`config.mk`:
```
export PLATFORM = sky130hd
export DESIGN_NAME = mem_arbiter
export DESIGN_NICKNAME = d
export VERILOG_FILES = /design/src/rtl/mem_arbiter.sv
export SDC_FILE = /design/constraint.sdc
export NUM_CORES = 1
export LEC_CHECK = 0
export BUFFER_PORTS_ARGS = -buffer_cell sky130_fd_sc_hd__buf_4
export CORE_MARGIN = 5
export CORE_UTILIZATION = 52
export DETAILED_ROUTE_END_ITERATION = 10
export GPL_TIMING_DRIVEN = 0
export PLACE_DENSITY = 0.88
export SETUP_SLACK_MARGIN = 0.1
export SLEW_MARGIN = 25
export SYNTH_ARGS = -nofsm -noshare
export SYNTH_HDL_FRONTEND = slang
export SYNTH_SLANG_ARGS = --single-unit
```
`constraint.sdc`:
```
create_clock -name clk -period 6.7 [get_ports clk]
set_clock_uncertainty 0.2 [all_clocks]
set_input_delay 1.34 -clock clk [delete_from_list [all_inputs] [get_ports clk]]
set_output_delay 1.34 -clock clk [all_outputs]
set_load 0.02 [all_outputs]
```
`src/rtl/mem_arbiter.sv`:
```
// Two-port memory arbiter: multiplexes an instruction-fetch port and a data port onto a single
// memory request channel. Data wins ties unless the fetch port has been passed over MAXD times
// in a row. Protocol violations and memory timeouts land in a sticky error state.
module mem_arbiter #(
  parameter int unsigned TIMEOUT = 15,
  parameter int unsigned MAXD    = 3
) (
  input  logic        clk,
  input  logic        rst,
  input  logic        iReq,
  input  logic [15:0] iAddr,
  output logic [15:0] iRdata,
  output logic        iDone,
  output logic        iStall,
  input  logic        dReq,
  input  logic        dWr,
  input  logic [15:0] dAddr,
  input  logic [15:0] dWdata,
  output logic [15:0] dRdata,
  output logic        dDone,
  output logic        dStall,
  output logic        mEn,
  output logic        mWr,
  output logic [15:0] mAddr,
  output logic [15:0] mWdata,
  input  logic        mBusy,
  input  logic        mDone,
  input  logic [15:0] mRdata,
  output logic        err
);

  localparam int unsigned CntW = ($clog2(MAXD + 1) < 2) ? 2 : $clog2(MAXD + 1);
  localparam int unsigned TmoW = (TIMEOUT <= 2) ? 1 : $clog2(TIMEOUT);
  localparam logic [CntW-1:0] MaxCnt  = CntW'(MAXD);
  localparam logic [TmoW-1:0] TmoLast = TmoW'(TIMEOUT - 1);

  typedef enum logic [2:0] {StIdle, StIssueI, StIssueD, StWaitI, StWaitD, StErr} state_e;

  state_e          state_q, state_d;
  logic [CntW-1:0] dcnt_q, dcnt_d;
  logic [TmoW-1:0] tmo_q, tmo_d;
  // Attributes of the owning request captured at grant, used to spot mid-access changes.
  logic [15:0]     own_addr_q, own_addr_d;
  logic            own_wr_q, own_wr_d;
  logic [15:0]     own_wdata_q, own_wdata_d;

  logic        in_i, in_d, in_wait, active;
  logic        own_req, own_wr, viol, stray, done_ok;
  logic [15:0] own_addr, own_wdata;

  // Decode the owning port and detect protocol violations in the current cycle.
  always_comb begin
    in_i      = (state_q == StIssueI) || (state_q == StWaitI);
    in_d      = (state_q == StIssueD) || (state_q == StWaitD);
    in_wait   = (state_q == StWaitI) || (state_q == StWaitD);
    active    = in_i || in_d;
    own_req   = in_i ? iReq  : dReq;
    own_addr  = in_i ? iAddr : dAddr;
    own_wr    = in_i ? 1'b0  : dWr;
    own_wdata = in_i ? 16'h0 : dWdata;
    viol      = active && (!own_req || (own_addr != own_addr_q) || (own_wr != own_wr_q) ||
                           (own_wdata != own_wdata_q));
    stray     = mDone && !in_wait;
    done_ok   = mDone && in_wait && !viol;
  end

  // Next-state logic: grant selection, issue handshake, wait/timeout and error capture.
  always_comb begin
    state_d     = state_q;
    dcnt_d      = dcnt_q;
    tmo_d       = tmo_q;
    own_addr_d  = own_addr_q;
    own_wr_d    = own_wr_q;
    own_wdata_d = own_wdata_q;
    unique case (state_q)
      StIdle: begin
        if (mDone) begin
          state_d = StErr;
        end else if (dReq && !(iReq && (dcnt_q == MaxCnt))) begin
          state_d     = StIssueD;
          own_addr_d  = dAddr;
          own_wr_d    = dWr;
          own_wdata_d = dWdata;
          // Only count data grants that actually pass over a waiting fetch.
          if (!iReq) begin
            dcnt_d = '0;
          end else if (dcnt_q != MaxCnt) begin
            dcnt_d = dcnt_q + 1'b1;
          end
        end else if (iReq) begin
          state_d     = StIssueI;
          own_addr_d  = iAddr;
          own_wr_d    = 1'b0;
          own_wdata_d = 16'h0;
          dcnt_d      = '0;
        end
      end
      StIssueI, StIssueD: begin
        if (viol || mDone) begin
          state_d = StErr;
        end else if (!mBusy) begin
          state_d = (state_q == StIssueI) ? StWaitI : StWaitD;
          tmo_d   = '0;
        end
      end
      StWaitI, StWaitD: begin
        if (viol) begin
          state_d = StErr;
        end else if (mDone) begin
          state_d = StIdle;
        end else if (tmo_q == TmoLast) begin
          state_d = StErr;
        end else begin
          tmo_d = tmo_q + 1'b1;
        end
      end
      StErr:   state_d = StErr;
      default: state_d = StErr;
    endcase
  end

  // State registers with synchronous active-low reset.
  always_ff @(posedge clk) begin
    if (!rst) begin
      state_q     <= StIdle;
      dcnt_q      <= '0;
      tmo_q       <= '0;
      own_addr_q  <= '0;
      own_wr_q    <= 1'b0;
      own_wdata_q <= '0;
    end else begin
      state_q     <= state_d;
      dcnt_q      <= dcnt_d;
      tmo_q       <= tmo_d;
      own_addr_q  <= own_addr_d;
      own_wr_q    <= own_wr_d;
      own_wdata_q <= own_wdata_d;
    end
  end

  // Output decode: memory channel from the issuing port, done/rdata gated by a clean completion.
  always_comb begin
    mEn    = (state_q == StIssueI) || (state_q == StIssueD);
    mWr    = (state_q == StIssueD) ? dWr : 1'b0;
    mAddr  = (state_q == StIssueI) ? iAddr : ((state_q == StIssueD) ? dAddr : 16'h0);
    mWdata = (state_q == StIssueD) ? dWdata : 16'h0;
    iDone  = done_ok && (state_q == StWaitI);
    dDone  = done_ok && (state_q == StWaitD);
    iRdata = iDone ? mRdata : 16'h0;
    dRdata = dDone ? mRdata : 16'h0;
    iStall = iReq && !iDone;
    dStall = dReq && !dDone;
    err    = (state_q == StErr) || viol || stray;
  end

endmodule
```
== Word-level counts from Yosys, hierarchy flattened ==
Cells that the tools add are included.
W data, S select, Z words.
Storage, ports and cells
  logic and storage cells: 101
  register bits after elaboration: 42
  input port bits: 71
  output and inout bits: 71
Cells by class
  muxes and demuxes: 36
  eq/ne operators: 20
  bitwise logic cells: 1
  reduce and logical (&&, ||, !) cells: 36
  $add $sub $neg: 2
Operators with widths (number)
  $mux W16: 11
  $ne A16 B16 Y1: 2
  $mux W3: 9
  $mux W4: 5
  $ne A2 B2 Y1 const B: 6
  $logic_or A1 B1 Y1: 11
  $logic_and A1 B1 Y1: 10
  $pmux W3 S3: 1
  $mux W2: 4
  $ne A4 B4 Y1 const B: 2
  $pmux W4 S2: 1
  $eq A3 B2 Y1 const B: 2
  $eq A3 B3 Y1 const B: 2
  $logic_not A1 Y1: 6
  $reduce_and A3 Y1: 2
  $reduce_and A6 Y1: 1
  $mux W1: 5
  $add A4 B1 Y4 const B: 1
  $eq A4 B4 Y1 const B: 1
  $reduce_and A4 Y1: 1
  $reduce_bool A2 Y1: 2
  $reduce_or A2 Y1: 2
  $eq A3 B1 Y1 const B: 1
  $logic_not A3 Y1: 1
  6 further kinds: 6

== Longest topological paths before layout ==
Gate-level depths: netlist of the first run.
  depth in word-level cells: 13
  depth in mapped cells: 11
  depth with buffers taken out: 7

== Worst setup path before layout of the first run ==
Ideal clock, no wire load.
  path kind: input to output
  start point: in iAddr[3]
  end point: out dRdata[10]
  slack: 1.584 ns
  path buffers: 1
  required time: 5.160 ns
  stages on the path: 8
  arrival: 3.576 ns
  cell sequence: nor4bb_1 > a31o_1 > or4_1 > nand4bb_1 > or3_4 > nor4_4 > buf_6 > and2_1
Between the ends
  cells in the longest elaborated chain, start to end: 10
RTL lines
  from (decl): line 11  | input logic [15:0] iAddr,
  $mux W16: line 58  | own_addr = in_i ? iAddr : dAddr;
  $ne A16 B16 Y1: line 61  | viol = active && (!own_req || (own_addr != own_addr_q) || (own_wr != own_wr_q) ||
  $logic_or A1 B1 Y1 (3 in a row): line 61
  $logic_and A1 B1 Y1: line 61
  $logic_not A1 Y1: line 64  | done_ok = mDone && in_wait && !viol;
  $logic_and A1 B1 Y1: line 64
  $logic_and A1 B1 Y1: line 148  | dDone = done_ok && (state_q == StWaitD);
  via dDone: line 20  | output logic dDone,
  $mux W16: line 150  | dRdata = dDone ? mRdata : 16'h0;
  to (decl): line 19  | output logic [15:0] dRdata,
The timed path passes the listed nets, and every way through them passes these cells.

== Final worst setup path of the first run ==
  start point: in iAddr[0]
  end point: out iRdata[11]
Between the ends
  cells in the longest elaborated chain, start to end: 10
RTL lines
  $mux W16: line 58
  $ne A16 B16 Y1: line 61
  $logic_or A1 B1 Y1 (3 in a row): line 61
  $logic_and A1 B1 Y1: line 61
  $logic_not A1 Y1: line 64
  $logic_and A1 B1 Y1: line 64
  $logic_and A1 B1 Y1: line 147  | iDone = done_ok && (state_q == StWaitI);
  $mux W16: line 149  | iRdata = iDone ? mRdata : 16'h0;
  to (decl): line 12  | output logic [15:0] iRdata,
No other way between the ends.

==> results.json, run 1 <==
{
  "synthMuxAreaShare_pct": 6.849,
  "num_io_pins": 142,
  "power.internal_uw": 420.2,
  "die_w_um": 92.35,
  "synth-seq-cells": 42,
  "hp-start": "dcnt_q[1]",
  "setup_violations": 0,
  "via_count": 4050,
  "comb_power_share_pct": 31.3,
  "p_leak_uw": 0.002198,
  "holdPathStages": 2,
  "critPathRequiredTime_ns": 5.16,
  "pwr-share-clk_pct": 26.0,
  "synth_top_family_by_area": "simple AND/OR/NAND/NOR gates",
  "diodes": 0,
  "cts_tree": "built",
  "grt_overflow": 0,
  "drv_cap": 0,
  "antenna_found_initial": 0,
  "cpLargestDelayFamily": "simple AND/OR/NAND/NOR gates",
  "syn_inst": 445,
  "min_path_type": "reg -> reg",
  "synthDominantCellAreaShare_pct": 23.85,
  "die_area_um2": 8528,
  "finalHoldViolations": 0,
  "rsz0062_at_grt": "no",
  "worst-path-buf-inv": 3,
  "cts-resized-gates": 0,
  "drt-initial-drc-count": 252,
  "worst_path_largest_cell_delay_ns": 0.49,
  "ys_warn_count": 0,
  "post_cts_buffers": 0,
  "reg2reg_from": "state_q[2]",
  "slew_headroom_pct": 50.29,
  "ant_nets": 0,
  "synth_flop_cell": "dfxtp_1",
  "tns_ns": 0,
  "grt_start_max_net_pins": 12,
  "nFillCells": 538,
  "place_inst": 664,
  "gr-usage-all-layers_pct": 26.18,
  "viasPerCell": 6.036,
  "netSwitchingFraction_pct": 32.70,
  "synth_top_area_cell": "dfxtp_1",
  "path_cells": "buf_4, nor4bb_1, a31o_1, or4_1, nand4bb_1, or3_4, nor4_4, buf_6, and2_1, buf_4",
  "reg2reg_slack_ns": 3.21,
  "peakVddDrop_mv": 0.1064,
  "dr.pass1.iters": 5,
  "clock_latency_ns": 0.30,
  "drcViolationCount": 0,
  "cp-end-kind": "primary output",
  "synth.distinct_cells": 57,
  "startpoint_type": "input pin",
  "ff2ff_path_depth": 11,
  "layout-drive-gt1-share_pct": 27.58,
  "yosys.area_share.simple_pct": 32.58,
  "place.gp.congestion": 0.9202,
  "synth_compound_area_share_pct": 25.51,
  "hpwl_um": 8983,
  "stdcell_count": 671,
  "multi_input_area_um2": 2494,
  "grt_pass1_vias": 3891,
  "holdWs_ns": 0.2748,
  "start_util_pct": 52.77,
  "cts-buffers-inserted": 5,
  "placementRows": 30,
  "fp.dieH_um": 92.35,
  "holdBufCountCts": 0,
  "slew_viol_final": 0,
  "cp.arrival_ns": 3.93,
  "synth.avg_cell_area_um2": 7.923,
  "synth.area.top_cells": "dfxtp_1 (24%), and2_1 (9.0%), mux2i_1 (6.5%)",
  "syn_area_um2": 3526,
  "yosys.area_share.xor_xnor_pct": 4.720,
  "crit_fanout": 10,
  "layout.nets": 665,
  "regArea_um2": 840.8,
  "htreeDepth": 2,
  "critical_path_class": "in -> out",
  "synth_seq_area_share_pct": 23.85,
  "status": "finished clean",
  "wirelength_um": 11630,
  "design.core.area_um2": 6681,
  "cts.clk_slew.worst_paths_ns": 0.08,
  "routedWlPerCell_um": 17.33,
  "power_switching_uw": 204.2,
  "area_growth_pct": 34.60,
  "async_flop_share_pct": 0,
  "syn_nets": 519,
  "fmax_ghz": 0.1828,
  "synth_fa_ha_area_share_pct": 1.065,
  "worst_pin_slew_ns": 0.7457,
  "portBuffers": 139,
  "whs_endpoint": "dcnt_q[1]",
  "synth_edf_count": 0,
  "crit_top_cell": "buf_4",
  "critPathSlowestCell": "or4_1",
  "cts_root_buffer": "clkbuf_8",
  "cts.path.max_buffers": 2,
  "period_needed_ns": 5.471,
  "grt_pass1_wl_um": 18430,
  "fin_crit_sh_pct": 81.66,
  "powerDensity_nw_per_um2": 131.6,
  "seqPwrFrac_pct": 42.7,
  "r2r_end": "tmo_q[3]",
  "cts_sinks": 42
}
==> stage by stage <==
| step | power, uW | worst slack [ns] | util (%) | cell area [um2] |
|---|---|---|---|---|
| final | 624.4 | 1.229 | 71.03 | 4746 |
| after CTS | 620.2 | 1.208 | 71.03 | 4746 |
| after global placement | 457.0 | 1.231 | 69.89 | 4669 |
| after global routing | 649.2 | 1.095 | 71.03 | 4746 |
| after floorplan | 380.3 | 1.585 | - | 3526 |
| after detailed placement | 463.7 | 1.208 | 69.89 | 4669 |
==> power groups by stage <==
stage | Clock, uW | Combinational, uW | Sequential, uW
floorplan | 0 | 110 | 271
global route | 171 | 210 | 268
detailed placement | 0 | 191 | 272
CTS | 161 | 193 | 266
finish | 162 | 195 | 267
global placement | 0 | 185 | 272
==> synthesized netlist by cell type (6+ instances only) <==
cell type / count
a31oi_1: 7
and2_1: 51
nor2b_1: 14
nor4bb_1: 9
o211a_1: 18
a21boi_0: 23
clkbuf_1: 24
xnor2_1: 17
nand2_1: 48
o21ai_0: 8
nor2_1: 19
mux2i_1: 23
a22o_1: 16
nand3_1: 23
inv_1: 12
o32ai_1: 6
dfxtp_1: 42
==> worst max path at each step <==
stage / start / end / slack, ns / depth (start not counted)
CTS: iAddr[3] / iRdata[11] / 1.21 / 10
floorplan: iAddr[3] / dRdata[10] / 1.58 / 8
global placement: iAddr[3] / iRdata[11] / 1.23 / 10
finish: iAddr[0] / iRdata[11] / 1.23 / 10
detailed placement: iAddr[3] / iRdata[11] / 1.21 / 10
global route: iAddr[3] / iRdata[11] / 1.10 / 10
==> metal layers <==
layer	part of all wire [%]	track usage (%)
met3	11	6.336
met4	2.9	11.63
met1	38	31.57
met5	0	0
met2	48	43.99
==> kinds of logic (layout without fill, tap and decap cells) <==
family                     Yosys count  in the layout
and+or+nand+nor                    199            199
AOI/OAI and AO/OA                  113            113
buffers and inverters               45            191
DFF                                 42             42
muxes                               24             24
xor gates and xnor gates            19             19
adders and majority gates            3              3
==> layout by cell type, fill, tap and decap left out, types with 4 or more instances in the layout <==
cell,synthesis,layout
and2_1,51,51
o211a_1,18,18
o32ai_1,6,6
nand2_1,48,48
a2111oi_0,4,4
o21ai_0,8,8
nor4bb_1,9,9
nor4_1,5,5
a31o_2,4,4
a22o_1,16,16
a31oi_1,7,7
a21boi_0,23,23
clkbuf_1,24,26
a211oi_1,4,4
mux2i_1,23,23
nand3_1,23,23
nand2b_1,4,4
inv_1,12,12
clkbuf_8,0,5
xnor2_1,17,17
nand4_1,5,5
nor2b_1,14,14
nor2_1,19,19
dfxtp_1,42,42
buf_4,1,140
a21oi_1,5,5
==> tightest hold or removal path, cell delays in order, from the launching register on <==
cell	delay (ns)
dfxtp_1	0.32
nand2_1	0.05
a21boi_0	0.06
==> state kept, by name, indices dropped and copies added (netlist names) <==
| name | cells |
|---|---|
| state_q | 3 |
| own_wr_q | 1 |
| own_wdata_q | 16 |
| own_addr_q | 16 |
| dcnt_q | 2 |
| tmo_q | 4 |
==> cell type report <==
| type | count | share of cell area [%] |
|---|---|---|
| Multi-Input combinational cell | 358 | 52.54 |
| Timing Repair Buffer | 139 | 21.99 |
| Sequential cell | 42 | 17.72 |
| Buffer | 33 | 3.085 |
| Tap cell | 80 | 2.109 |
| Clock buffer | 7 | 1.608 |
| Inverter | 12 | 0.9491 |
(Power assumes the default switching activity.)
==> inputs of run 2 (changes only) <==
--- a/config.mk
+++ b/config.mk
@@ -7,10 +7,10 @@
 export LEC_CHECK = 0
 export BUFFER_PORTS_ARGS = -buffer_cell sky130_fd_sc_hd__buf_4
 export CORE_MARGIN = 5
-export CORE_UTILIZATION = 52
+export CORE_UTILIZATION = 45
 export DETAILED_ROUTE_END_ITERATION = 10
 export GPL_TIMING_DRIVEN = 0
-export PLACE_DENSITY = 0.88
+export PLACE_DENSITY = 0.81
 export SETUP_SLACK_MARGIN = 0.1
 export SLEW_MARGIN = 25
 export SYNTH_ARGS = -nofsm -noshare
==> constraint.sdc (replaced) <==
create_clock -name clk -period 4.66 [get_ports clk]
set_clock_uncertainty 0.2 [all_clocks]
set_input_delay 0.932 -clock clk [delete_from_list [all_inputs] [get_ports clk]]
set_output_delay 0.932 -clock clk [all_outputs]
set_load 0.02 [all_outputs]
==> results.json, run 2 (synthesis results as in run 1) <==
{
  "critical_path_class": "in -> out",
  "cp.arrival_ns": 3.40,
  "reg2reg_from": "state_q[2]",
  "cp-end-kind": "primary output",
  "hpwl_um": 9143,
  "crit_fanout": 7,
  "nFillCells": 656,
  "placementRows": 32,
  "peakVddDrop_mv": 0.1276,
  "fmax_ghz": 0.2205,
  "layout-drive-gt1-share_pct": 31.66,
  "place.gp.congestion": 0.9401,
  "die_w_um": 98.52,
  "drcViolationCount": 0,
  "cts.path.max_buffers": 2,
  "critPathRequiredTime_ns": 3.53,
  "design.core.area_um2": 7687,
  "cts_sinks": 42,
  "reg2reg_slack_ns": 1.43,
  "htreeDepth": 2,
  "place_inst": 686,
  "period_needed_ns": 4.536,
  "num_io_pins": 142,
  "rsz0062_at_grt": "yes",
  "worst_path_largest_cell_delay_ns": 0.51,
  "diodes": 0,
  "wirelength_um": 12020,
  "stdcell_count": 699,
  "ant_nets": 0,
  "fp.dieH_um": 98.52,
  "slew_headroom_pct": 49.83,
  "holdBufCountCts": 0,
  "drv_cap": 0,
  "setup_violations": 0,
  "die_area_um2": 9705,
  "fin_crit_sh_pct": 97.34,
  "worst_pin_slew_ns": 0.7525,
  "critPathSlowestCell": "or4_1",
  "slew_viol_final": 0,
  "p_leak_uw": 0.002279,
  "start_util_pct": 45.87,
  "routedWlPerCell_um": 17.19,
  "viasPerCell": 5.833,
  "setup_slack_ns": 0.1241,
  "clock_latency_ns": 0.30,
  "antenna_found_initial": 0,
  "finalHoldViolations": 0,
  "layout_commonest_cell": "buf_4",
  "grt_pass1_vias": 3847,
  "reg.largest.list": "own_addr_q x16, own_wdata_q x16, tmo_q x4",
  "place_ws_ns": 0.002139,
  "cpLargestDelayFamily": "simple AND/OR/NAND/NOR gates",
  "via_count": 4077,
  "ff2ff_path_depth": 11,
  "whs_endpoint": "dcnt_q[1]",
  "cts_tree": "built",
  "holdPathStages": 2,
  "startpoint_type": "input pin",
  "drt-initial-drc-count": 285,
  "portBuffers": 139,
  "status": "finished clean",
  "layout.nets": 671,
  "cts.clk_slew.worst_paths_ns": 0.08,
  "worst-path-buf-inv": 3,
  "grt_pass1_wl_um": 18260,
  "gr-usage-all-layers_pct": 22.51,
  "grt_overflow": 0,
  "area_growth_pct": 40.81,
  "hp-start": "dcnt_q[1]",
  "powerDensity_nw_per_um2": 181.4,
  "cts-buffers-inserted": 5,
  "grt_start_max_net_pins": 12,
  "cts_root_buffer": "clkbuf_8",
  "r2r_end": "tmo_q[3]",
  "placed_cell_area_um2": 4697,
  "final_cell_mix": "buf_4 (130), nand2_1 (47), dfxtp_1 (42), and2_1 (38), clkbuf_1 (24)",
  "dr.pass1.iters": 5,
  "path_cells": "buf_8, nor4bb_4, a31o_1, or4_1, nand4bb_1, or3_4, nor4_4, buf_4, and2_4, buf_6",
  "min_path_type": "reg -> reg",
  "stdcell_area_um2": 4965
}
-- run 2: changes by cell type in the layout (fill, tap and decap cells not counted), sizes merged --
| cell | delta |
|---|---|
| buf | +6 |
-- run 2: how the worst max path moves through the flow --
stage	from	to	slack, ns	depth (start not counted)
6_report	iAddr[3]	dRdata[14]	0.12	10
5_1_grt	iAddr[3]	dRdata[14]	-0.004	10
4_1_cts	state_q[0]	iRdata[7]	0.09	11
3_5_place_dp	iAddr[3]	iRdata[7]	0.002	10
3_3_place_gp	iAddr[3]	dRdata[11]	0.07	10
2_1_floorplan	iAddr[3]	dRdata[10]	0.36	8
-- run 2: repair_timing --
| action | CTS | global route |
|---|---|---|
| buffers inserted | 0 | 5 |
| gates cloned | 0 | 1 |
| pin swaps | 2 | 9 |
| gates resized for setup | 1 | 46 |
| endpoints found under the setup margin | 18 | 37 |
-- run 2: through the flow --
stage	util [%]	total power, uW	hold slack, ns	setup TNS, ns
finish	64.58	900.6	0.2738	0
global route	64.58	940.1	0.3045	-0.004345
CTS	62.11	892.3	0.2760	0
detailed placement	61.10	667.2	0.2646	0
global placement	61.10	658.8	0.2540	0
floorplan	-	546.8	0.2447	0
-- run 2: area by class of cell --
| type | count | area, um2 | area share, % |
|---|---|---|---|
| sequential | 42 | 840.8 | 16.94 |
| clock buffer | 7 | 76.32 | 1.537 |
| inverter | 12 | 45.04 | 0.9073 |
| multi-input combinational | 358 | 2565 | 51.66 |
| buffer | 33 | 153.9 | 3.100 |
| timing repair buffer | 145 | 1156 | 23.29 |
| tap | 102 | 127.6 | 2.571 |
-- run 2: where the power goes --
part	total, uW	internal (uW)	switching [uW]
registers	385	372	12.3
clock network	229	103	126
logic	287	133	154
total	901	609	292
-- run 2: per-layer routing --
metal / track usage [%] / routed length (um) / vias to the layer above
li1: - / - / 1924
met1: 26.06 / 4742 / 1941
met2: 41.45 / 6109 / 194
met3: 5.237 / 1013 / 18
met4: 5.882 / 152 / 0
met5: 0 / 0 / -
-- run 2: worst register-to-register path, cell delays in order, from the launching register on --
cell and delay (ns):
dfxtp_1 0.38, buf_2 0.22, nor2b_1 0.11, buf_2 0.21
clkbuf_4 0.29, mux2i_1 0.24, xor2_1 0.21, nor4b_1 0.25
and4_1 0.27, clkbuf_1 0.25, nand2_1 0.13, o41ai_1 0.37
==> inputs of run 3 (changes only) <==
--- a/config.mk
+++ b/config.mk
@@ -7,10 +7,12 @@
 export LEC_CHECK = 0
 export BUFFER_PORTS_ARGS = -buffer_cell sky130_fd_sc_hd__buf_4
 export CORE_MARGIN = 5
-export CORE_UTILIZATION = 45
+export CORE_UTILIZATION = 52
+export CTS_BUF_LIST = sky130_fd_sc_hd__clkbuf_8
 export DETAILED_ROUTE_END_ITERATION = 10
 export GPL_TIMING_DRIVEN = 0
-export PLACE_DENSITY = 0.81
+export PLACE_DENSITY = 0.88
+export REMOVE_ABC_BUFFERS = 1
 export SETUP_SLACK_MARGIN = 0.1
 export SLEW_MARGIN = 25
 export SYNTH_ARGS = -nofsm -noshare
==> constraint.sdc (replaced) <==
create_clock -name clk -period 5.6 [get_ports clk]
set_clock_uncertainty 0.2 [all_clocks]
set_input_delay 1.12 -clock clk [delete_from_list [all_inputs] [get_ports clk]]
set_output_delay 1.12 -clock clk [all_outputs]
set_load 0.02 [all_outputs]
==> results.json, run 3 (synthesis results as in run 1) <==
{
  "ff2ff_path_depth": 7,
  "start_util_pct": 52.77,
  "powerDensity_nw_per_um2": 166.8,
  "slew_headroom_pct": 51.85,
  "antenna_found_initial": 0,
  "cp-end-kind": "primary output",
  "drcViolationCount": 0,
  "via_count": 3863,
  "peakVddDrop_mv": 0.1519,
  "holdPathStages": 2,
  "place.gp.congestion": 0.8478,
  "portBuffers": 141,
  "fin_crit_sh_pct": 93.02,
  "area_growth_pct": 35.66,
  "grt_pass1_wl_um": 17040,
  "post_cts_buffers": 0,
  "worst-path-buf-inv": 1,
  "cts-buffers-inserted": 5,
  "drv_cap": 0,
  "r2r_end": "state_q[1]",
  "die_w_um": 92.35,
  "num_io_pins": 142,
  "worst_path_largest_cell_delay_ns": 0.66,
  "place_ws_ns": 0.4591,
  "status": "finished clean",
  "critical_path_class": "reg -> out",
  "worst_pin_slew_ns": 0.7040,
  "htreeDepth": 2,
  "stdcell_count": 645,
  "layout_commonest_cell": "buf_4",
  "period_needed_ns": 5.209,
  "critPathRequiredTime_ns": 4.28,
  "p_leak_uw": 0.002217,
  "rsz0062_at_grt": "no",
  "design.core.area_um2": 6681,
  "cp.arrival_ns": 3.89,
  "fp.dieH_um": 92.35,
  "slew_viol_final": 0,
  "drt-initial-drc-count": 278,
  "placementRows": 30,
  "setup_slack_ns": 0.3909,
  "clock_latency_ns": 0.31,
  "critPathSlowestCell": "nor4_4",
  "cts_root_buffer": "clkbuf_8",
  "ant_nets": 0,
  "dr.pass1.iters": 7,
  "hpwl_um": 7888,
  "grt_overflow": 0,
  "path_cells": "nand2b_2, mux2_2, or4_1, nand4bb_1, or3_4, nor4_4, and2_1, buf_4",
  "tns_ns": 0,
  "die_area_um2": 8528,
  "cpLargestDelayFamily": "simple AND/OR/NAND/NOR gates",
  "reg2reg_slack_ns": 2.19,
  "reg.largest.list": "own_addr_q x16, own_wdata_q x16, tmo_q x4",
  "cts.path.max_buffers": 2,
  "cts_tree": "built",
  "wirelength_um": 10500,
  "finalPower_uw": 797.6,
  "finalHoldViolations": 0,
  "crit_fanout": 18,
  "nFillCells": 515,
  "grt_pass1_vias": 3728,
  "whs_endpoint": "own_wr_q",
  "place_inst": 637,
  "cts.clk_slew.worst_paths_ns": 0.09,
  "routedWlPerCell_um": 16.28,
  "final_util_pct": 71.59,
  "gr-usage-all-layers_pct": 23.96,
  "diodes": 0,
  "viasPerCell": 5.989,
  "fmax_ghz": 0.1920,
  "layout.nets": 638,
  "layout-drive-gt1-share_pct": 30.27,
  "reg2reg_from": "state_q[2]",
  "grt_start_max_net_pins": 47,
  "min_path_type": "reg -> reg",
  "hp-start": "own_wr_q",
  "startpoint_type": "register",
  "cts_sinks": 42,
  "setup_violations": 0,
  "final_cell_mix": "buf_4 (141), and2_1 (51), nand2_1 (48), dfxtp_1 (41)",
  "cts-resized-gates": 0,
  "holdBufCountCts": 0
}
run 3: cell types whose count changed in the layout (fill, tap and decap cells not counted), sizes merged:
| cell | previous run | this run |
|---|---|---|
| clkbuf | 31 | 5 |
| buf | 154 | 145 |
| bufinv | 0 | 1 |
| clkinvlp | 0 | 1 |
| inv | 12 | 13 |
run 3: layout make-up:
| class | instances | area (um2) | share of cell area [%] |
|---|---|---|---|
| Clock buffer | 5 | 68.82 | 1.439 |
| Inverter | 12 | 45.04 | 0.9417 |
| Timing Repair Buffer | 145 | 1156 | 24.17 |
| Tap cell | 80 | 100.1 | 2.093 |
| Sequential cell | 42 | 842.1 | 17.60 |
| Clock inverter | 3 | 41.29 | 0.8632 |
| Multi-Input combinational cell | 358 | 2530 | 52.89 |
run 3: layer usage:
layer  up-vias  GRT usage (%)  routed length [um]
met5         -              0                   0
met4         0          7.178                 114
met3        12          4.387                1032
met2       194          42.90                5151
met1      1801          28.97                4203
li1       1856              -                   -
run 3: how the worst max path moves through the flow:
stage / from / end / cells past startpoint
floorplan: state_q[0] / dRdata[0] / 7
global placement: dReq / own_addr_q[8] / 5
detailed placement: iAddr[3] / iRdata[7] / 9
CTS: state_q[0] / iRdata[7] / 8
global route: state_q[2] / iRdata[7] / 8
finish: state_q[2] / iRdata[7] / 8
run 3: per-stage QoR:
step / hold slack [ns] / area, um2
CTS: 0.2765 / 4782
detailed placement: 0.2660 / 4672
global route: 0.2980 / 4783
global placement: 0.2517 / 4538
floorplan: 0.2447 / 3379
finish: 0.2784 / 4783
run 3: report_power, final:
part           leakage, uW  switching, uW  total, uW  internal (uW)
combinational      0.00182            116        227            112
clock            0.0000556            115        246            131
sequential        0.000342           14.1        324            310
run 3: worst register-to-register path: cells and delay by family, from the launching register on:
family | cells | cell delay (ns)
DFF | 1 | 0.64
AOI/OAI and AO/OA | 1 | 0.17
muxes | 1 | 0.39
and+or+nand+nor | 5 | 1.94
